==> src/rtl/axi4_pkg.sv <==
// rtl/axi4_pkg.sv - shared response codes, FSM states and 4 KB page helper for the AXI4 write master
package axi4_pkg;

    localparam logic [1:0] OKAY   = 2'b00;
    localparam logic [1:0] EXOKAY = 2'b01;
    localparam logic [1:0] SLVERR = 2'b10;
    localparam logic [1:0] DECERR = 2'b11;

    localparam int unsigned PAGE_BYTES = 4096;
    localparam int unsigned PAGE_SHIFT = $clog2(PAGE_BYTES);

    typedef enum logic [2:0] {
        ST_IDLE = 3'd0,
        ST_ADDR = 3'd1,
        ST_DATA = 3'd2,
        ST_RESP = 3'd3
`ifdef AXI4_WM_BOUNDARY_CHECK_EN
        ,
        ST_ERR  = 3'd4
`endif
    } wm_state_e;

    // True when the last byte of the burst falls in a different 4 KB page than the first.
    function automatic logic crosses_page(input logic [31:0] start_addr,
                                          input logic [7:0]  len,
                                          input logic [31:0] beat_bytes);
        logic [31:0] last_addr;
        last_addr = start_addr + (32'(len) + 32'd1) * beat_bytes - 32'd1;
        return (start_addr >> PAGE_SHIFT) != (last_addr >> PAGE_SHIFT);
    endfunction

endpackage

==> src/rtl/axi4_wm_fifo.sv <==
// rtl/axi4_wm_fifo.sv - synchronous write-data FIFO with full/empty flags
module axi4_wm_fifo #(
    parameter int WIDTH = 32,
    parameter int DEPTH = 16
) (
    input  logic             clk,
    input  logic             rst,
    input  logic             push,
    input  logic [WIDTH-1:0] push_data,
    input  logic             pop,
    output logic [WIDTH-1:0] pop_data,
    output logic             full,
    output logic             empty
);

    localparam int PW = $clog2(DEPTH);

    logic [WIDTH-1:0] mem_q [DEPTH];
    logic [PW:0]      wr_ptr_q, wr_ptr_d;
    logic [PW:0]      rd_ptr_q, rd_ptr_d;
    logic             do_push, do_pop;

    // Pointers carry one extra wrap bit so full and empty are distinguishable.
    assign empty    = (wr_ptr_q == rd_ptr_q);
    assign full     = (wr_ptr_q[PW] != rd_ptr_q[PW]) && (wr_ptr_q[PW-1:0] == rd_ptr_q[PW-1:0]);
    assign do_push  = push && !full;
    assign do_pop   = pop && !empty;
    assign pop_data = mem_q[rd_ptr_q[PW-1:0]];

    always_comb begin
        wr_ptr_d = wr_ptr_q + {{PW{1'b0}}, do_push};
        rd_ptr_d = rd_ptr_q + {{PW{1'b0}}, do_pop};
    end

    always_ff @(posedge clk or posedge rst) begin
        if (rst) begin
            wr_ptr_q <= '0;
            rd_ptr_q <= '0;
        end else begin
            wr_ptr_q <= wr_ptr_d;
            rd_ptr_q <= rd_ptr_d;
        end
    end

    always_ff @(posedge clk) begin
        if (do_push) begin
            mem_q[wr_ptr_q[PW-1:0]] <= push_data;
        end
    end

endmodule

==> src/rtl/axi4_write_master.sv <==
// rtl/axi4_write_master.sv - single-outstanding AXI4 INCR write master fed by a write-data FIFO
// Optional 4 KB boundary rejection is compiled in with AXI4_WM_BOUNDARY_CHECK_EN.
module axi4_write_master
    import axi4_pkg::*;
#(
    parameter int DATA_WIDTH = 32,
    parameter int ADDR_WIDTH = 16,
    parameter int FIFO_DEPTH = 16
) (
    input  logic                  ACLK,
    input  logic                  ARESET,
    input  logic                  cmd_valid,
    output logic                  cmd_ready,
    input  logic [ADDR_WIDTH-1:0] cmd_addr,
    input  logic [7:0]            cmd_len,
    input  logic                  wd_valid,
    output logic                  wd_ready,
    input  logic [DATA_WIDTH-1:0] wd_data,
    output logic [ADDR_WIDTH-1:0] AWADDR,
    output logic [7:0]            AWLEN,
    output logic [2:0]            AWSIZE,
    output logic                  AWVALID,
    input  logic                  AWREADY,
    output logic [DATA_WIDTH-1:0] WDATA,
    output logic                  WLAST,
    output logic                  WVALID,
    input  logic                  WREADY,
    input  logic [1:0]            BRESP,
    input  logic                  BVALID,
    output logic                  BREADY,
    output logic                  done_valid,
    output logic [1:0]            done_resp,
    output logic                  busy
);

    localparam int         BEAT_BYTES = DATA_WIDTH / 8;
    localparam logic [2:0] BEAT_SIZE  = 3'($clog2(BEAT_BYTES));

    wm_state_e             state_q, state_d;
    logic [ADDR_WIDTH-1:0] awaddr_q, awaddr_d;
    logic [7:0]            awlen_q, awlen_d;
    logic [7:0]            beat_cnt_q, beat_cnt_d;
    logic                  awvalid_q, awvalid_d;
    logic                  bready_q, bready_d;
    logic                  done_valid_q, done_valid_d;
    logic [1:0]            done_resp_q, done_resp_d;

    logic                  fifo_full, fifo_empty, fifo_push, fifo_pop;
    logic [DATA_WIDTH-1:0] fifo_head;
    logic                  w_valid, w_fire, w_last;

    assign cmd_ready = (state_q == ST_IDLE) && !ARESET;
    assign wd_ready  = !fifo_full && !ARESET;
    assign fifo_push = wd_valid && wd_ready;
    assign w_valid   = (state_q == ST_DATA) && !fifo_empty;
    assign w_fire    = w_valid && WREADY;
    assign w_last    = w_valid && (beat_cnt_q == awlen_q);

`ifdef AXI4_WM_BOUNDARY_CHECK_EN
    logic cmd_cross;
    logic err_pop;
    assign cmd_cross = crosses_page(32'(cmd_addr), cmd_len, 32'(BEAT_BYTES));
    // Rejected bursts still consume their data so the FIFO stays aligned with later commands.
    assign err_pop   = (state_q == ST_ERR) && !fifo_empty;
    assign fifo_pop  = w_fire || err_pop;
`else
    assign fifo_pop  = w_fire;
`endif

    axi4_wm_fifo #(
        .WIDTH (DATA_WIDTH),
        .DEPTH (FIFO_DEPTH)
    ) u_fifo (
        .clk       (ACLK),
        .rst       (ARESET),
        .push      (fifo_push),
        .push_data (wd_data),
        .pop       (fifo_pop),
        .pop_data  (fifo_head),
        .full      (fifo_full),
        .empty     (fifo_empty)
    );

    always_comb begin
        state_d      = state_q;
        awaddr_d     = awaddr_q;
        awlen_d      = awlen_q;
        beat_cnt_d   = beat_cnt_q;
        awvalid_d    = awvalid_q;
        bready_d     = bready_q;
        done_valid_d = 1'b0;
        done_resp_d  = done_resp_q;
        case (state_q)
            ST_IDLE: begin
                if (cmd_valid) begin
                    awaddr_d   = cmd_addr;
                    awlen_d    = cmd_len;
                    beat_cnt_d = '0;
`ifdef AXI4_WM_BOUNDARY_CHECK_EN
                    if (cmd_cross) begin
                        state_d = ST_ERR;
                    end else
`endif
                    begin
                        state_d   = ST_ADDR;
                        awvalid_d = 1'b1;
                    end
                end
            end
            ST_ADDR: begin
                if (AWREADY) begin
                    awvalid_d  = 1'b0;
                    beat_cnt_d = '0;
                    state_d    = ST_DATA;
                end
            end
            ST_DATA: begin
                if (w_fire) begin
                    beat_cnt_d = beat_cnt_q + 8'd1;
                    if (beat_cnt_q == awlen_q) begin
                        bready_d = 1'b1;
                        state_d  = ST_RESP;
                    end
                end
            end
            ST_RESP: begin
                if (BVALID) begin
                    bready_d     = 1'b0;
                    done_valid_d = 1'b1;
                    done_resp_d  = BRESP;
                    state_d      = ST_IDLE;
                end
            end
`ifdef AXI4_WM_BOUNDARY_CHECK_EN
            ST_ERR: begin
                if (err_pop) begin
                    beat_cnt_d = beat_cnt_q + 8'd1;
                    if (beat_cnt_q == awlen_q) begin
                        done_valid_d = 1'b1;
                        done_resp_d  = SLVERR;
                        state_d      = ST_IDLE;
                    end
                end
            end
`endif
            default: begin
                state_d = ST_IDLE;
            end
        endcase
    end

    always_ff @(posedge ACLK or posedge ARESET) begin
        if (ARESET) begin
            state_q      <= ST_IDLE;
            awaddr_q     <= '0;
            awlen_q      <= '0;
            beat_cnt_q   <= '0;
            awvalid_q    <= 1'b0;
            bready_q     <= 1'b0;
            done_valid_q <= 1'b0;
            done_resp_q  <= OKAY;
        end else begin
            state_q      <= state_d;
            awaddr_q     <= awaddr_d;
            awlen_q      <= awlen_d;
            beat_cnt_q   <= beat_cnt_d;
            awvalid_q    <= awvalid_d;
            bready_q     <= bready_d;
            done_valid_q <= done_valid_d;
            done_resp_q  <= done_resp_d;
        end
    end

    assign AWADDR     = awaddr_q;
    assign AWLEN      = awlen_q;
    assign AWSIZE     = BEAT_SIZE;
    assign AWVALID    = awvalid_q;
    assign WDATA      = w_valid ? fifo_head : '0;
    assign WVALID     = w_valid;
    assign WLAST      = w_last;
    assign BREADY     = bready_q;
    assign done_valid = done_valid_q;
    assign done_resp  = done_resp_q;
    assign busy       = (state_q != ST_IDLE);

endmodule

==> config.mk <==
export PLATFORM = sky130hd
export DESIGN_NAME = axi4_write_master
export DESIGN_NICKNAME = d
export VERILOG_FILES = /design/src/rtl/axi4_pkg.sv /design/src/rtl/axi4_wm_fifo.sv /design/src/rtl/axi4_write_master.sv
export SDC_FILE = /design/constraint.sdc
export NUM_CORES = 1
export LEC_CHECK = 0
export CORE_MARGIN = 2
export CORE_UTILIZATION = 56
export DETAILED_ROUTE_END_ITERATION = 16
export GPL_TIMING_DRIVEN = 0
export MAX_ROUTING_LAYER = met4
export PLACE_DENSITY = 0.84
export REMOVE_ABC_BUFFERS = 1
export SLEW_MARGIN = 0
export SYNTH_ARGS = -nofsm -noshare
export SYNTH_HDL_FRONTEND = slang
export SYNTH_SLANG_ARGS = --single-unit
==> constraint.sdc <==
create_clock -name ACLK -period 6 [get_ports ACLK]
set_clock_uncertainty 0.15 [all_clocks]
set_input_delay 0.6 -clock ACLK [delete_from_list [all_inputs] [get_ports ACLK]]
set_output_delay 0.6 -clock ACLK [all_outputs]
set_load 0.02 [all_outputs]
==> Word level (Yosys, flattened, before mapping) <==
Memory sizes are Yosys's and may differ from the RTL's.
Index checks and enable logic that the tools add are counted.
{ "op_classes": {"eq_ne": 12, "addsub": 3, "reduce_logical": 23, "n_mux": 22} }
{ "op_table": {"columns": ["cell", "n"], "rows": [
  ["32-bit 2-to-1 mux", 1],
  ["8-bit 2-to-1 mux", 3],
  ["8-bit case mux with 3 select lines", 1],
  ["3-bit 2-to-1 mux", 5],
  ["3-bit case mux with 4 select lines", 1],
  ["5-bit by 1-bit adder with 5-bit output", 2],
  ["1-bit logical AND", 9],
  ["1-bit 2-to-1 mux", 9],
  ["8-bit by 1-bit adder with 8-bit output, second input constant", 1],
  ["8-bit == test", 1],
  ["4-bit AND reduction", 2],
  ["3-bit by 2-bit == test with 1-bit output, second input constant", 2],
  ["2-bit != test, second input constant", 3],
  ["3-bit nonzero test", 2],
  ["5-bit == test", 1],
  ["5-bit AND reduction", 1],
  ["4-bit == test", 1],
  ["2-bit by 1-bit != test with 1-bit output, second input constant", 2],
  ["1-bit case mux with 2 select lines", 2],
  ["2-bit AND reduction", 2],
  ["2-bit nonzero test", 2],
  ["3-bit by 1-bit == test with 1-bit output, second input constant", 1],
  ["1-bit logical NOT", 3],
  ["3-bit logical NOT", 1],
  ["2 further kinds", 2]
]} }
{ "word_totals": {"inputBits": 65, "ff_bits": 50, "wordCells": 71, "ramBits": 512, "output_inout_bits": 69, "n_memories": 1} }
{ "mem_list": {"columns": ["name", "depth", "word_bits", "rd", "rd_clocked_by_memory_dff", "write_ports", "line", "rtl"], "rows": [
  ["u_fifo.mem_q", 16, 32, 1, 0, 1, "axi4_wm_fifo.sv:18", "logic [WIDTH-1:0] mem_q [DEPTH];"]
]} }

==> Depth between registers and ports, before layout <==
Gate-level depths: netlist of run 1.
{ "logic_depth": {"depth_word": 8, "depth_mapped": 9, "ltp_nobuf": 8} }

==> Modules after synthesis <==
From an unflattened synthesis of run 1, not the netlist that was laid out.
{ "hier_totals": {"cells_unflattened": 1152, "area_unflattened_um2": 22207.5} }
{ "by_module_without_submodules": {"columns": ["module", "instances", "cells_each", "area_per_inst_um2", "seq_area_each_um2"], "rows": [
  ["axi4_wm_fifo", 1, 962, 20085.5, 15625.0],
  ["axi4_write_master", 1, 190, 2122.0, 975.9]
]} }

==> Worst setup path after synthesis of run 1 <==
No wires, ideal clock.
{ "synth_path": {"path_kind": "input -> register", "start": "input ARESET", "end": "memory u_fifo.mem_q[0][0], enable pin", "t_arrival_ns": 5.260, "setup_ns": 0.501, "t_required_ns": 5.349, "setup_slack_ns": 0.088, "stages": 5, "n_path_buf": 1, "path_cell_list": "inv_1 > o211a_1 > nand2b_1 > clkbuf_1 > nor4_1"} }
{ "synth_between": {"elab_chain_len": 6} }
{ "synth_lines": {"columns": ["item", "line", "rtl"], "rows": [
  ["start: declaration", "axi4_write_master.sv:11", "input logic ARESET,"],
  ["1-bit logical NOT (no source line)", null, null],
  ["1-bit logical AND", "axi4_write_master.sv:53", "assign wd_ready = !fifo_full && !ARESET;"],
  ["1-bit logical AND", "axi4_write_master.sv:54", "assign fifo_push = wd_valid && wd_ready;"],
  ["1-bit logical AND", "axi4_wm_fifo.sv:26", "assign do_push = push && !full;"],
  ["1-bit 2-to-1 mux", "axi4_wm_fifo.sv:46", "if (do_push) begin"],
  ["1-bit 2-to-1 mux (implied by the code)", "axi4_wm_fifo.sv:47", "mem_q[wr_ptr_q[PW-1:0]] <= push_data;"],
  ["end: declaration", "axi4_wm_fifo.sv:18", null]
]} }
Every way passes these cells.

==> Final worst setup path of run 1 <==
{ "layout_path": {"start": "register u_fifo.rd_ptr_q[2]", "end": "output WDATA[6]"} }
{ "layout_between": {"elab_chain_len": 4, "word_cells_on_any_way": 5, "classes_between": "eq/ne: 1; mux: 1; reduce/logical: 2; memory: 1"} }
{ "layout_lines": {"columns": ["item", "line", "rtl"], "rows": [
  ["start: declaration", "axi4_wm_fifo.sv:20", "logic [PW:0] rd_ptr_q, rd_ptr_d;"],
  ["start signal: assignment", "axi4_wm_fifo.sv:41", "rd_ptr_q <= rd_ptr_d;"],
  ["branches (longest 3 deep; another with memory 16 x 32 bit)", null, null],
  ["32-bit 2-to-1 mux *", "axi4_write_master.sv:178", "assign WDATA = w_valid ? fifo_head : '0;"],
  ["end: declaration", "axi4_write_master.sv:24", "output logic [DATA_WIDTH-1:0] WDATA,"]
]} }
Mark *: on every way between the ends.

==> results of run 1 <==
## through the flow
stage               setup TNS (ns)  worst slack (ns)
floorplan                 -1265.84             -3.46
global placement          -3688.38             -8.63
detailed placement               0              1.79
CTS                              0              1.12
global route                     0              1.04
finish                           0              1.16
## state kept, by name, indices dropped and copies added, names as in the netlist
register and count:
beat_cnt_q 8, u_fifo.mem_q 512, state_q 2, u_fifo.wr_ptr_q 5
u_fifo.rd_ptr_q 5, done_valid 1, AWVALID 1, BREADY 1
AWLEN 8, AWADDR 16, done_resp 2
## power breakdown
part	switching, mW	internal (mW)
logic	1.80	1.83
registers	0.443	4.60
clock network	1.43	1.89
## cells in the final DEF (no fill, tap or decap), drive strengths merged, types with 2 or more instances in the layout
master         count
mux2i             33
xor2              11
nor2b             33
mux4             128
a21oi              2
inv               15
a22o               2
nor3               8
bufinv             5
diode              2
xnor2              9
ha                10
clkinv            27
nor2              13
o21ai              8
nand2             15
a211oi            64
nand2b             4
and3               2
clkdlybuf4s50    130
clkbuf            63
dfrtp             49
conb               3
mux2              28
o211ai             3
o2111ai            2
nand3              8
or4                2
edfxtp           512
buf               56
nor4               5
clkinvlp           2
## final cells by class
cell class	count	area, sq um
inverter	12	45.0
antenna	2	5.00
clock buffer	63	1410
timing repair buffer	186	2070
multi-input combinational	407	5160
fill	2322	12500
tap	518	648
sequential	561	16600
clock inverter	37	323
## routing by layer
| layer | wire [um] | up-vias | part of all wire [%] | track usage, % |
|---|---|---|---|---|
| met2 | 25900 | 611 | 52 | 41.4 |
| met4 | 1590 | 0 | 3.2 | 9.85 |
| met1 | 18600 | 5903 | 37 | 32.7 |
| met3 | 3770 | 114 | 7.6 | 4.71 |
| met5 | 0 | - | 0 | - |
| li1 | - | 4666 | - | - |
## worst reg2reg max path: stages, from the launching register on
cell and delay, ns:
dfrtp_4 0.98, buf_16 0.36, xnor2_2 0.11, nand4_2 0.25, o211a_1 0.22, nand2_1 0.34, nor3_2 0.79, buf_6 0.27
buf_4 0.22
## cell families (layout without fill, tap and decap cells)
group                    after synthesis  after routing
AO/OA/AOI/OAI                         89             89
adder cells (fa/ha/maj)               10             10
flip-flops                           561            561
multiplexers                         189            189
other                                  2              5
buffers and inverters                 71            298
XOR/XNOR                              20             20
AND/OR/NAND/NOR                       96             96
## path summary, 6_finish.rpt
path,startpoint,endpoint,cells past startpoint
hold / removal,ARESET,u_fifo.wr_ptr_q[2]$_DFF_PP0_,2
setup reg to reg,u_fifo.rd_ptr_q[2]$_DFF_PP0_,u_fifo.mem_q[9][14]$_DFFE_PP_,8
hold reg to reg,AWADDR[12]$_DFFE_PP0P_,AWADDR[12]$_DFFE_PP0P_,1
setup / recovery,u_fifo.rd_ptr_q[2]$_DFF_PP0_,WDATA[6],7
min in group ACLK,AWADDR[12]$_DFFE_PP0P_,AWADDR[12]$_DFFE_PP0P_,1
max in group asynchronous,ARESET,u_fifo.rd_ptr_q[0]$_DFF_PP0_,3
==> flow_summary_export.csv, run 1 <==
group,metric,value,unit
run_status,outcome,"complete, no violations",
die,fp.dieH,202,um
synth,async_flop_share,8.73,%
global_routing,first_global_vias,11800,
placement,dpl_cell_area,24500,sq um
critical_path,worst-path-buf-inv,3,
cts,numCtsBuffers,54,
drt,wl_per_cell,27.9,um
synth,synthMuxAreaShare,16.0,%
drt,viasPerCell,6.32,
synth,synth-compound-area-share,3.04,%
critical_path,critPathMaxFanout,53,
drt,finalWirelength,49900,um
drt,drtIter0Drc,1201,
critical_path,cp-end-kind,"output port",
layout,utilization,67.8,%
drt,vias,11300,
synth,synth_edf_count,512,
synth,synth.area.top_cells,"edfxtp_1 (70%), mux4_2 (13%), dfrtp_1 (5.6%), a211oi_1 (2.2%), mux2i_1 (1.5%)",
die,floorplan.initialDensity,56.9,%
synth,yosys.area_share.simple,2.39,%
cts,clock_path_buffers,3,
die,core-area,38700,sq um
layout,nets,1297,
global_routing,grt_start_max_net_pins,69,
synth,synth_top_area_cell,"edfxtp_1",
global_routing,grt_pass1_wl,74200,um
die,dieArea,41000,sq um
critical_path,path_delay_family,"buffers and inverters",
timing,holdWs,0.173,ns
synth,synth_top_family_by_area,"multiplexers",
cts,post-cts-setup-buffer-count,0,
layout,stdcell_count,1786,
cts,clkTransAtPathRegs,0.06,ns
die,io_pins,134,
layout,final_cell_area,26300,sq um
cts,clock-root-buffer,"clkbuf_16",
placement,place_congestion,0.782,
cts,holdBufCountCts,0,
min_path,hp-class,"input pin to asynchronous set/reset pin",
power,power,12.0,mW
placement,dpl.hpwl,28700,um
timing,maxSlewViolCount,0,
timing,worstMarginPinSlew,1.00,ns
synth,yosysSeqAreaShare,75.3,%
placement,portBuffers,130,
synth,ys_warn_count,0,
timing,period_share,80.6,%
synth,synth_ff_type,"edfxtp_1",
critical_path,cpMaxStageDelayCell,"dfrtp_4",
drt,drtAntennaViolNets,0,
timing,slew_headroom,33.2,%
placement,place_inst,1684,
flow_run,maxCapViolCount,0,
synth,synth_area,22000,sq um
cts,clock_latency,0.60,ns
synth,synth_top_area_share,69.7,%
cts,cts_max_level,2,
drt,dr.pass1.iters,5,
timing,rsz0062_at_grt,"false",
synth,syn_inst,1038,
global_routing,antenna_found_initial,2,
timing,hold_violations,0,
synth,yosys.cell_count.top_type,"edfxtp_1",
critical_path,path_cells,"buf_16 > xnor2_2 > nand4_2 > o21ai_4 > buf_12 > a211oi_1 > clkdlybuf4s50_1",
power,peakVddDrop,373,uV
synth,ys_ff_latch,561,
synth,synth-xor-area-share,0.863,%
synth,synthTopCellsByCount,"edfxtp_1 (512), mux4_2 (128), a211oi_1 (64)",
critical_path,rrSetupSlack,2.02,ns
critical_path,cp.required,5.25,ns
cts,cts_tree,"done",
synth,synthAdderAreaFrac,0.567,%
cts,cts_resized,0,
drt,drc,0,
critical_path,cp.arrival,4.09,ns
timing,period_needed,4.84,ns
die,fp.dieW,202,um
power,power.density,457,nW/um^2
layout,syn_to_final_growth,19.2,%
critical_path,path_class,"flop to output port",
synth,avgSynthCellArea,21.2,sq um
layout,drive_above_1_share,25.1,%
power,p_leak,8.60,nW
timing,setup-violations-final,0,
global_routing,track_usage,25.6,%
timing,fmax,207,MHz
die,rows,72,
global_routing,overflow,0,
critical_path,worstSetupStartpointType,"flop",
cts,cts_sinks,561,
critical_path,cpPeakStageDelay,0.98,ns
synth,ys_types,51,
No activity file was read; power rests on OpenSTA's default activity.
==> run 2, diff against run 1 <==
- CORE_UTILIZATION: 56 -> 53
- PLACE_DENSITY: 0.84 -> 0.83
- clock period: 6 -> 4.27 ns (I/O delays scaled with it)
==> flow_summary_export.csv, run 2 (same netlist as run 1, synthesis figures left out) <==
group,metric,value,unit
critical_path,path_cells,"buf_12 > xnor2_1 > nand4_2 > o21ai_4 > buf_12 > a211oi_1 > clkdlybuf4s50_1",
power,peakVddDrop,475,uV
global_routing,grt_pass1_wl,75500,um
cts,numCtsBuffers,52,
global_routing,overflow,0,
flow_run,maxCapViolCount,0,
cts,clock_path_buffers,3,
power,power.density,637,nW/um^2
drt,viasPerCell,6.35,
cts,cts_tree,"done",
die,io_pins,134,
critical_path,critPathMaxFanout,34,
layout,final_common_cell,"edfxtp_1",
die,rows,74,
cts,clock_latency,0.59,ns
power,p_clk_share,26.3,%
timing,setup-violations-final,0,
min_path,hp-class,"input pin to asynchronous set/reset pin",
timing,fmax,246,MHz
power,p_leak,8.59,nW
layout,largest_register_ffs,512,
die,core-area,40900,sq um
critical_path,cp.arrival,3.49,ns
timing,maxSlewViolCount,0,
placement,post-place-ws,0.382,ns
timing,rsz0062_at_grt,"false",
critical_path,cp.required,3.69,ns
global_routing,first_global_vias,11800,
layout,layout_common_cells,"edfxtp_1 (512), clkdlybuf4s50_1 (130), mux4_2 (128)",
timing,slew_headroom,13.8,%
drt,drtIter0Drc,1309,
power,power.internal,11.5,mW
drt,drtAntennaViolNets,0,
run_status,outcome,"complete, no violations",
die,fp.dieH,208,um
critical_path,cp-end-kind,"output port",
timing,period_share,95.3,%
drt,drc,0,
die,fp.dieW,208,um
timing,setup-tns-final,0,ns
placement,portBuffers,130,
power,swShare,31.0,%
placement,dpl.hpwl,29500,um
global_routing,grt_start_max_net_pins,56,
drt,wl_per_cell,28.3,um
placement,place_congestion,0.785,
critical_path,cpPeakStageDelay,0.77,ns
cts,cts_max_level,2,
power,combPwrFrac,32.2,%
critical_path,cp_common_cell,"buf_12",
drt,vias,11500,
timing,finalWorstSetupSlack,0.203,ns
layout,syn_to_final_growth,19.3,%
layout,drive_above_1_share,24.7,%
drt,finalWirelength,51100,um
drt,dr.pass1.iters,5,
die,floorplan.initialDensity,53.9,%
cts,cts_sinks,561,
power,p_sw,5.20,mW
critical_path,path_class,"flop to output port",
die,dieArea,43300,sq um
cts,holdBufCountCts,0,
cts,cts_resized,0,
global_routing,antenna_found_initial,1,
cts,clock-root-buffer,"clkbuf_16",
timing,period_needed,4.07,ns
global_routing,track_usage,24.2,%
critical_path,cpMaxStageDelayCell,"dfrtp_4",
power,p_seq_share,41.5,%
critical_path,worstSetupStartpointType,"flop",
cts,clkTransAtPathRegs,0.07,ns
timing,hold_violations,0,
layout,nets,1302,
timing,worstMarginPinSlew,1.28,ns
## run 2: changes by cell type in the layout (fill, tap and decap cells not counted), moves of 2 or more
cell,previous run,this run
buf_16,8,11
buf_4,12,15
buf_6,30,24
buf_8,0,8
bufinv_16,5,3
clkbuf_1,8,13
clkbuf_16,55,52
clkinv_1,12,14
clkinv_2,15,8
## run 2: final timing paths
path	startpoint	end	slack (ns)	cells past startpoint
worst min-delay path	ARESET	u_fifo.wr_ptr_q[0]$_DFF_PP0_	0.15	2
worst max register to register	u_fifo.rd_ptr_q[3]$_DFF_PP0_	u_fifo.mem_q[1][27]$_DFFE_PP_	0.25	8
worst min register to register	AWADDR[13]$_DFFE_PP0P_	AWADDR[13]$_DFFE_PP0P_	0.36	1
worst max-delay path	u_fifo.rd_ptr_q[3]$_DFF_PP0_	WDATA[14]	0.20	7
max in group asynchronous	ARESET	AWADDR[12]$_DFFE_PP0P_	3.27	3
min in group ACLK	BRESP[0]	done_resp[0]$_DFFE_PP0P_	0.31	2
## run 2: area by class of cell
class,count,area (sq um)
Sequential cell,561,16600
Fill cell,2545,14600
Multi-Input combinational cell,407,5160
Timing Repair Buffer,193,2210
Clock buffer,65,1350
Tap cell,532,666
Clock inverter,31,254
Inverter,12,45.0
Antenna cell,2,5.00
## run 2: per-stage QoR
step	power, mW	hold WS [ns]	area, sq um	utilization (%)	cells
floorplan	10.5	0.359	21700	-	980
CTS	16.8	0.146	26300	64.2	1798
detailed placement	12.3	0.345	24600	60.2	1699
finish	16.7	0.146	26300	64.3	1803
global route	17.3	0.199	26300	64.3	1802
global placement	11.9	0.338	23700	57.8	1642
## run 2: per-layer routing
layer / GRT usage [%] / share of wire (%) / vias up
li1: - / - / 4699
met4: 8.80 / 3.2 / 0
met2: 41.0 / 53 / 668
met3: 3.92 / 7.3 / 126
met5: - / 0 / -
met1: 29.8 / 36 / 5957
## run 2: what timing repair did
action	in CTS	in global routing
buffers inserted	3	3
setup endpoints to repair	17	11
pin swaps	1	0
## run 2: power by group through the flow
| stage | clock (mW) | combinational, mW | sequential, mW |
|---|---|---|---|
| floorplan | 0 | 2.97 | 7.52 |
| global placement | 0 | 4.29 | 7.61 |
| detailed placement | 0 | 5.17 | 7.12 |
| CTS | 4.44 | 5.30 | 7.02 |
| global route | 4.63 | 5.71 | 6.99 |
| finish | 4.40 | 5.39 | 6.95 |
## run 2: worst max-delay path: cells and delay by family, from the launching register on
kind | cells | cell delay (ns)
flip-flops | 1 | 0.77
AND/OR/NAND/NOR | 1 | 0.22
XOR/XNOR | 1 | 0.11
buffers and inverters | 3 | 1.22
AO/OA/AOI/OAI | 2 | 0.55
